$ cat config.mk
export PLATFORM = sky130hd
export DESIGN_NAME = ad9361_adc_pack
export DESIGN_NICKNAME = d
export VERILOG_FILES = /design/src/rtl/ad9361_pack_pkg.sv /design/src/rtl/ad_sfifo.sv /design/src/rtl/ad9361_adc_pack.sv
export SDC_FILE = /design/constraint.sdc
export NUM_CORES = 1
export LEC_CHECK = 0
export CAP_MARGIN = 20
export CORE_MARGIN = 3
export CORE_UTILIZATION = 40
export DETAILED_ROUTE_END_ITERATION = 8
export GPL_ROUTABILITY_DRIVEN = 0
export PLACE_DENSITY_LB_ADDON = 0.05
export RECOVER_POWER = 50
export SETUP_SLACK_MARGIN = 0.5
export SYNTH_ARGS = -nofsm -noshare
export SYNTH_HDL_FRONTEND = slang
export SYNTH_SLANG_ARGS = --single-unit
$ cat constraint.sdc
create_clock -name clk -period 7.38 [get_ports clk]
set_input_delay 1.476 -clock clk [delete_from_list [all_inputs] [get_ports clk]]
set_output_delay 1.476 -clock clk [all_outputs]
set_load 0.005 [all_outputs]
$ cat src/rtl/ad9361_pack_pkg.sv
// Shared types and constants for the AD9361 receive packer.
//   pack_state_t     : capture FSM states
//   SAMPLE_W/LANE_W  : raw sample width and widened lane width
//   LANES/WORD_W     : lanes per packed word and packed word width
//   lanes_per_sample : number of enabled channels (lanes consumed per sample set)
package ad9361_pack_pkg;

  typedef enum logic [1:0] {
    IDLE  = 2'd0,
    RUN   = 2'd1,
    DRAIN = 2'd2
  } pack_state_t;

  localparam int SAMPLE_W = 12;
  localparam int LANE_W   = 16;
  localparam int LANES    = 4;
  localparam int WORD_W   = 64;

  function automatic logic [2:0] lanes_per_sample(input logic [3:0] mask);
    logic [2:0] n;
    n = '0;
    for (int i = 0; i < 4; i++) n = n + {2'b00, mask[i]};
    return n;
  endfunction

endpackage

$ cat src/rtl/ad_sfifo.sv
// Generic synchronous first-word-fall-through FIFO.
//   clk/rst : clock, synchronous active-high reset (empties the FIFO)
//   wr_en   : write request; accepted when not full, or when a read frees a slot
//             in the same cycle
//   rd_en   : read request; ignored while empty
//   rd_data : head entry, valid whenever !empty (forced to 0 while empty)
//   full    : 2^AW entries held
//   empty   : no entries held
module ad_sfifo #(
  parameter int WIDTH = 65,
  parameter int AW    = 4
) (
  input  logic             clk,
  input  logic             rst,
  input  logic             wr_en,
  input  logic [WIDTH-1:0] wr_data,
  input  logic             rd_en,
  output logic [WIDTH-1:0] rd_data,
  output logic             full,
  output logic             empty
);

  logic [AW-1:0]    wr_ptr_q, wr_ptr_d, rd_ptr_q, rd_ptr_d;
  logic [AW:0]      cnt_q, cnt_d;
  logic [WIDTH-1:0] mem [2**AW];
  logic             do_wr, do_rd;

  assign full  = cnt_q[AW];
  assign empty = (cnt_q == '0);
  assign do_rd = rd_en && !empty;
  // Full is judged after the same-cycle pop.
  assign do_wr = wr_en && (!full || do_rd);

  assign rd_data = empty ? '0 : mem[rd_ptr_q];

  always_comb begin
    wr_ptr_d = wr_ptr_q;
    rd_ptr_d = rd_ptr_q;
    cnt_d    = cnt_q;
    if (do_wr) wr_ptr_d = wr_ptr_q + 1'b1;
    if (do_rd) rd_ptr_d = rd_ptr_q + 1'b1;
    case ({do_wr, do_rd})
      2'b10:   cnt_d = cnt_q + 1'b1;
      2'b01:   cnt_d = cnt_q - 1'b1;
      default: cnt_d = cnt_q;
    endcase
  end

  always_ff @(posedge clk) begin
    if (rst) begin
      wr_ptr_q <= '0;
      rd_ptr_q <= '0;
      cnt_q    <= '0;
    end else begin
      wr_ptr_q <= wr_ptr_d;
      rd_ptr_q <= rd_ptr_d;
      cnt_q    <= cnt_d;
    end
  end

  always_ff @(posedge clk) begin
    if (do_wr) mem[wr_ptr_q] <= wr_data;
  end

endmodule

$ cat src/rtl/ad9361_adc_pack.sv
// AD9361 receive packer: keeps enabled channels of the 4-channel 12-bit sample
// stream, widens each to 16 bits and packs them into 64-bit words delivered
// through a FWFT FIFO on a valid/ready stream.
//   clk/rst                : sample clock, synchronous active-high reset
//   adc_valid/data/status  : sample set from the device interface
//   cfg_enable/signext     : channel mask and widening mode (latched on start)
//   cap_count              : words per capture, 0 = continuous (latched on start)
//   cap_start/cap_stop     : capture control pulses
//   m_valid/ready/data/last: packed word stream
//   busy                   : capture in RUN or DRAIN
//   ovf/status_err/cfg_err : sticky error flags, cleared by a legal start
module ad9361_adc_pack
  import ad9361_pack_pkg::*;
#(
  parameter int FIFO_AW = 4
) (
  input  logic        clk,
  input  logic        rst,
  input  logic        adc_valid,
  input  logic [47:0] adc_data,
  input  logic        adc_status,
  input  logic [3:0]  cfg_enable,
  input  logic        cfg_signext,
  input  logic [15:0] cap_count,
  input  logic        cap_start,
  input  logic        cap_stop,
  output logic        m_valid,
  input  logic        m_ready,
  output logic [63:0] m_data,
  output logic        m_last,
  output logic        busy,
  output logic        ovf,
  output logic        status_err,
  output logic        cfg_err
);

  pack_state_t                   state_q, state_d;
  logic [3:0]                    mask_q, mask_d;
  logic                          signext_q, signext_d;
  logic [15:0]                   count_q, count_d;
  logic [15:0]                   wcnt_q, wcnt_d;
  logic [1:0]                    lane_q, lane_d;
  logic [LANES-1:0][LANE_W-1:0]  acc_q, acc_d;
  logic                          stop_q, stop_d;
  logic                          push_q, push_d;
  logic [WORD_W-1:0]             push_word_q, push_word_d;
  logic                          push_last_q, push_last_d;
  logic                          ovf_q, ovf_d;
  logic                          status_q, status_d;
  logic                          cfgerr_q, cfgerr_d;

  logic [LANES-1:0][LANE_W-1:0]  conv, acc_n;
  logic [1:0]                    idx;
  logic [2:0]                    npl, npl_in, lane_sum;
  logic [15:0]                   wnext;
  logic                          legal, stop_now, is_last;
  logic                          fifo_full, fifo_empty, fifo_pop;
  logic [WORD_W:0]               fifo_rd;

  // Per-channel widening: sign-extend, or left-align into the top 12 bits.
  for (genvar ch = 0; ch < LANES; ch++) begin : g_conv
    logic [SAMPLE_W-1:0] smp;
    assign smp      = adc_data[ch*SAMPLE_W +: SAMPLE_W];
    assign conv[ch] = signext_q ? {{(LANE_W-SAMPLE_W){smp[SAMPLE_W-1]}}, smp}
                                : {smp, {(LANE_W-SAMPLE_W){1'b0}}};
  end

  assign npl      = lanes_per_sample(mask_q);
  assign npl_in   = lanes_per_sample(cfg_enable);
  assign legal    = (npl_in == 3'd1) || (npl_in == 3'd2) || (npl_in == 3'd4);
  assign lane_sum = {1'b0, lane_q} + npl;
  assign wnext    = wcnt_q + 16'd1;
  assign stop_now = stop_q || cap_stop;
  assign is_last  = ((count_q != 16'd0) && (wnext == count_q)) || stop_now;
  assign fifo_pop = m_valid && m_ready;

  // Enabled channels fill consecutive lanes starting at the next free lane.
  // The lane position is always a multiple of npl, so no sample wraps a word.
  always_comb begin
    acc_n = acc_q;
    idx   = lane_q;
    for (int k = 0; k < LANES; k++) begin
      if (mask_q[k]) begin
        acc_n[idx] = conv[k];
        idx        = idx + 2'd1;
      end
    end
  end

  always_comb begin
    state_d     = state_q;
    mask_d      = mask_q;
    signext_d   = signext_q;
    count_d     = count_q;
    wcnt_d      = wcnt_q;
    lane_d      = lane_q;
    acc_d       = acc_q;
    stop_d      = stop_q;
    push_d      = 1'b0;
    push_word_d = push_word_q;
    push_last_d = 1'b0;
    ovf_d       = ovf_q;
    status_d    = status_q;
    cfgerr_d    = cfgerr_q;

    // Registered word lands in the FIFO this cycle; dropped if no room.
    if (push_q && fifo_full && !fifo_pop) ovf_d = 1'b1;

    case (state_q)
      IDLE: begin
        if (cap_start) begin
          if (legal) begin
            state_d   = RUN;
            mask_d    = cfg_enable;
            signext_d = cfg_signext;
            count_d   = cap_count;
            wcnt_d    = '0;
            lane_d    = '0;
            acc_d     = '0;
            stop_d    = 1'b0;
            ovf_d     = 1'b0;
            status_d  = 1'b0;
            cfgerr_d  = 1'b0;
          end else begin
            cfgerr_d = 1'b1;
          end
        end
      end
      RUN: begin
        stop_d = stop_now;
        if (adc_valid) begin
          if (!adc_status) status_d = 1'b1;
          if (lane_sum == 3'd4) begin
            push_d      = 1'b1;
            push_word_d = acc_n;
            push_last_d = is_last;
            wcnt_d      = wnext;
            lane_d      = '0;
            // Leave RUN on the completing cycle so later samples are ignored
            // even while the last word is still in the push register.
            if (is_last) state_d = DRAIN;
          end else begin
            acc_d  = acc_n;
            lane_d = lane_sum[1:0];
          end
        end
      end
      DRAIN: begin
        if (fifo_empty && !push_q) state_d = IDLE;
      end
      default: state_d = IDLE;
    endcase
  end

  always_ff @(posedge clk) begin
    if (rst) begin
      state_q     <= IDLE;
      mask_q      <= '0;
      signext_q   <= 1'b0;
      count_q     <= '0;
      wcnt_q      <= '0;
      lane_q      <= '0;
      acc_q       <= '0;
      stop_q      <= 1'b0;
      push_q      <= 1'b0;
      push_word_q <= '0;
      push_last_q <= 1'b0;
      ovf_q       <= 1'b0;
      status_q    <= 1'b0;
      cfgerr_q    <= 1'b0;
    end else begin
      state_q     <= state_d;
      mask_q      <= mask_d;
      signext_q   <= signext_d;
      count_q     <= count_d;
      wcnt_q      <= wcnt_d;
      lane_q      <= lane_d;
      acc_q       <= acc_d;
      stop_q      <= stop_d;
      push_q      <= push_d;
      push_word_q <= push_word_d;
      push_last_q <= push_last_d;
      ovf_q       <= ovf_d;
      status_q    <= status_d;
      cfgerr_q    <= cfgerr_d;
    end
  end

  ad_sfifo #(
    .WIDTH (WORD_W + 1),
    .AW    (FIFO_AW)
  ) u_fifo (
    .clk     (clk),
    .rst     (rst),
    .wr_en   (push_q),
    .wr_data ({push_last_q, push_word_q}),
    .rd_en   (m_ready),
    .rd_data (fifo_rd),
    .full    (fifo_full),
    .empty   (fifo_empty)
  );

  assign m_valid    = !fifo_empty;
  assign m_data     = fifo_rd[WORD_W-1:0];
  assign m_last     = fifo_rd[WORD_W];
  assign busy       = (state_q != IDLE);
  assign ovf        = ovf_q;
  assign status_err = status_q;
  assign cfg_err    = cfgerr_q;

endmodule

==> metrics <==
depth of the CTS H-tree 4; input/output buffers 145; Worst setup EP type flop; count of final setup violators 0; Synth warnings 0; drt drc 0; Setup TNS 0 ps; Worst Path Required 7870 ps; row count 129; max cap viols 9; Fillers 10.6k; met3 usage in global routing 3.94%; clock share of power 43.1%; first-pass GRT wire length 204,000 microns; failing checks capacitance limit, slew limit; M2 GR Usage 33.1%; Logic pwr share 4.1%; WS Path Type in -> reg; clock slew at reported path FFs 60 ps; synthesis-to-layout area growth 15.3%; synthesized net count 3,026; fin nets 3,176; internal reg-to-reg setup slack 2470 ps; mean routed wirelength per cell 28.8 microns; drt initial violations 2,913; vias in the first global route 28.9k; fin cells 4,830; Worst Setup SP rst; Clock Root Buffer clkbuf_16; Fin Clk Skew 26.9 ps; cts bufs inserted 135; layout cells sized above 1 19.1%; number of post-CTS setup repair buffers 0; CTS tree yes; Final Cycle Share 82.7%; initial antenna violation count 18; CTS sink count 1,232; final hold violations 0; ys async rst share 0%; die area 131,000 sq um; Lkg Pwr 17.2 nW; hold wc startpoint acc_q[19]; core area 125,000 sq um; #FFs+latches synth 1,232; GR Overflow Total 0; Clk Latency, worst-skew pair 740 ps; Psw 3.35 mW; WL final 139,000 microns; Least-Margin Pin Slew 2750 ps; status complete, but fails checks; Final ANT Viol Nets 0; count of different cell masters after synthesis 71; IO Pins 146; max-slew violations 235; post-synthesis sequential area ratio 69.3%; commonest non-fill, non-tap cell in the layout edfxtp_1; Tmin final 6110 ps; Mapped Cells 2,921; Syn Area/Cell 17.3 sq um; All-Layer GR Usage 21.3%; RSZ-0062 raised after global routing no; sw frac 22.1%; FF-to-FF path depth 12; largest net degree at the start of global routing 82; HP Class reg -> reg; reg2reg end push_word_q[16]; leading cell types in the layout, fill and taps excluded edfxtp_1, mux4_2, nor2_1, dfxtp_1, clkbuf_16; post_cts resized 0; Post-CTS Hold Buffers 0; met1 GRT Util 31.2%; Critical Path AT 6590 ps; Initial Util 40.6%; vias per inst 5.80; Main synth FF type edfxtp_1; Peak VDD IR 0.233 mV; Startpoint Class input port; placed cells 4,569; Longest Clk Path Bufs 3; Flop pwr share 52.8%; R2R Path Start mask_q[0]; post-DP HPWL 79,900 microns; P_int 11.8 mW; CP endpoint push_word_q[57]; overall die width 362 microns; Post-synth EDFFs 1,040; Die Ht 362 microns; max frequency 164 MHz; Worst Path Max Fanout 52; vias post-DR 28.0k; Slew HR -83.3%; cell area after synthesis 50,600 sq um; PD cells 259 nW/um^2; busiest layer in global routing met2; First-pass DRT Iterations 5
==> cell families (layout without fill, tap and decap cells) <==
family / count (synthesis) / after routing / synth area share, %
AOI/OAI and AO/OA: 367 / 367 / 5.12
other: 0 / 14 / 0
DFF: 1232 / 1232 / 69.3
muxes: 445 / 445 / 16.8
buffers and inverters: 228 / 486 / 1.89
adders and majority gates: 30 / 30 / 0.810
and+or+nand+nor: 588 / 588 / 5.53
xor gates and xnor gates: 31 / 31 / 0.568
==> routing by layer <==
metal / wire, microns / up-vias
met3: 8040 / 190
met4: 2480 / 6
li1: - / 12000
met5: 47 / -
met1: 63900 / 15000
met2: 64600 / 833
==> area by class of cell <==
class                           count  area (sq um)  area share (%)
Timing Repair Buffer              214          2050            3.52
Tap cell                         1637          2050            3.51
Sequential cell                  1232         35100            60.1
Inverter                           27           103           0.176
Antenna cell                       14          35.0          0.0600
Multi-Input combinational cell   1461         14700            25.2
Clock buffer                      181          3760            6.44
Clock inverter                     64           551           0.943
==> power groups by stage <==
stage,Clock (mW),Combinational [mW],Sequential (mW)
after floorplan,0,0.422,7.98
after global placement,0,0.598,8.11
after detailed placement,0,0.608,8.13
after CTS,6.69,0.611,7.98
after global routing,6.98,0.665,8.01
final,6.52,0.615,7.98
==> registers in the layout (all words and copies together), names as in the netlist, 4 cells and up, named ones only <==
name,cells
u_fifo.cnt_q,5
u_fifo.wr_ptr_q,4
wcnt_q,16
u_fifo.mem,1040
u_fifo.rd_ptr_q,4
count_q,16
acc_q,64
push_word_q,64
mask_q,4
==> worst min path at each step <==
stage           endpoint  slack (ps)  depth (start not counted)
6_report       acc_q[19]         460                          1
5_1_grt        acc_q[17]         480                          1
4_1_cts        acc_q[63]         460                          2
3_5_place_dp   acc_q[19]         450                          1
3_3_place_gp   acc_q[47]         440                          2
2_1_floorplan  acc_q[47]         420                          2
==> critical path, stage by stage <==
cell	delay, ps
clkbuf_1	1680
clkbuf_1	1130
clkbuf_1	1980
nor3_1	190
==> through the flow <==
| stage | instance area [sq um] | hold WS [ps] | total power, mW | setup WS [ps] | utilization, % |
|---|---|---|---|---|---|
| after floorplan | 50700 | 424 | 8.40 | 1940 | - |
| after global placement | 54100 | 442 | 8.71 | 2070 | 43.4 |
| after detailed placement | 54100 | 449 | 8.74 | 2060 | 43.4 |
| after CTS | 58400 | 465 | 15.3 | 1550 | 46.8 |
| after global routing | 58300 | 480 | 15.7 | 796 | 46.8 |
| final | 58400 | 465 | 15.1 | 1270 | 46.8 |
==> Yosys cell counts (9+ instances only) <==
master,count,area [sq um]
edfxtp_1,1040,31200
mux4_2,325,7320
nor2_1,250,938
dfxtp_1,192,3840
clkbuf_1,128,480
mux2i_1,120,1200
nand2_1,93,349
a21oi_1,91,455
and2_1,82,513
a211oi_1,64,480
nor3_1,62,310
a22o_1,54,473
o31ai_1,46,345
buf_2,39,195
o21ai_0,32,160
buf_1,27,101
inv_1,25,93.8
ha_1,24,300
xnor2_1,18,158
nand3_1,17,85.1
nand4_1,16,100
o211ai_1,15,113
xor2_1,12,105
a21o_1,10,75.1
a311oi_1,9,78.8
nor4_1,9,56.3
(Power assumes the default switching activity.)
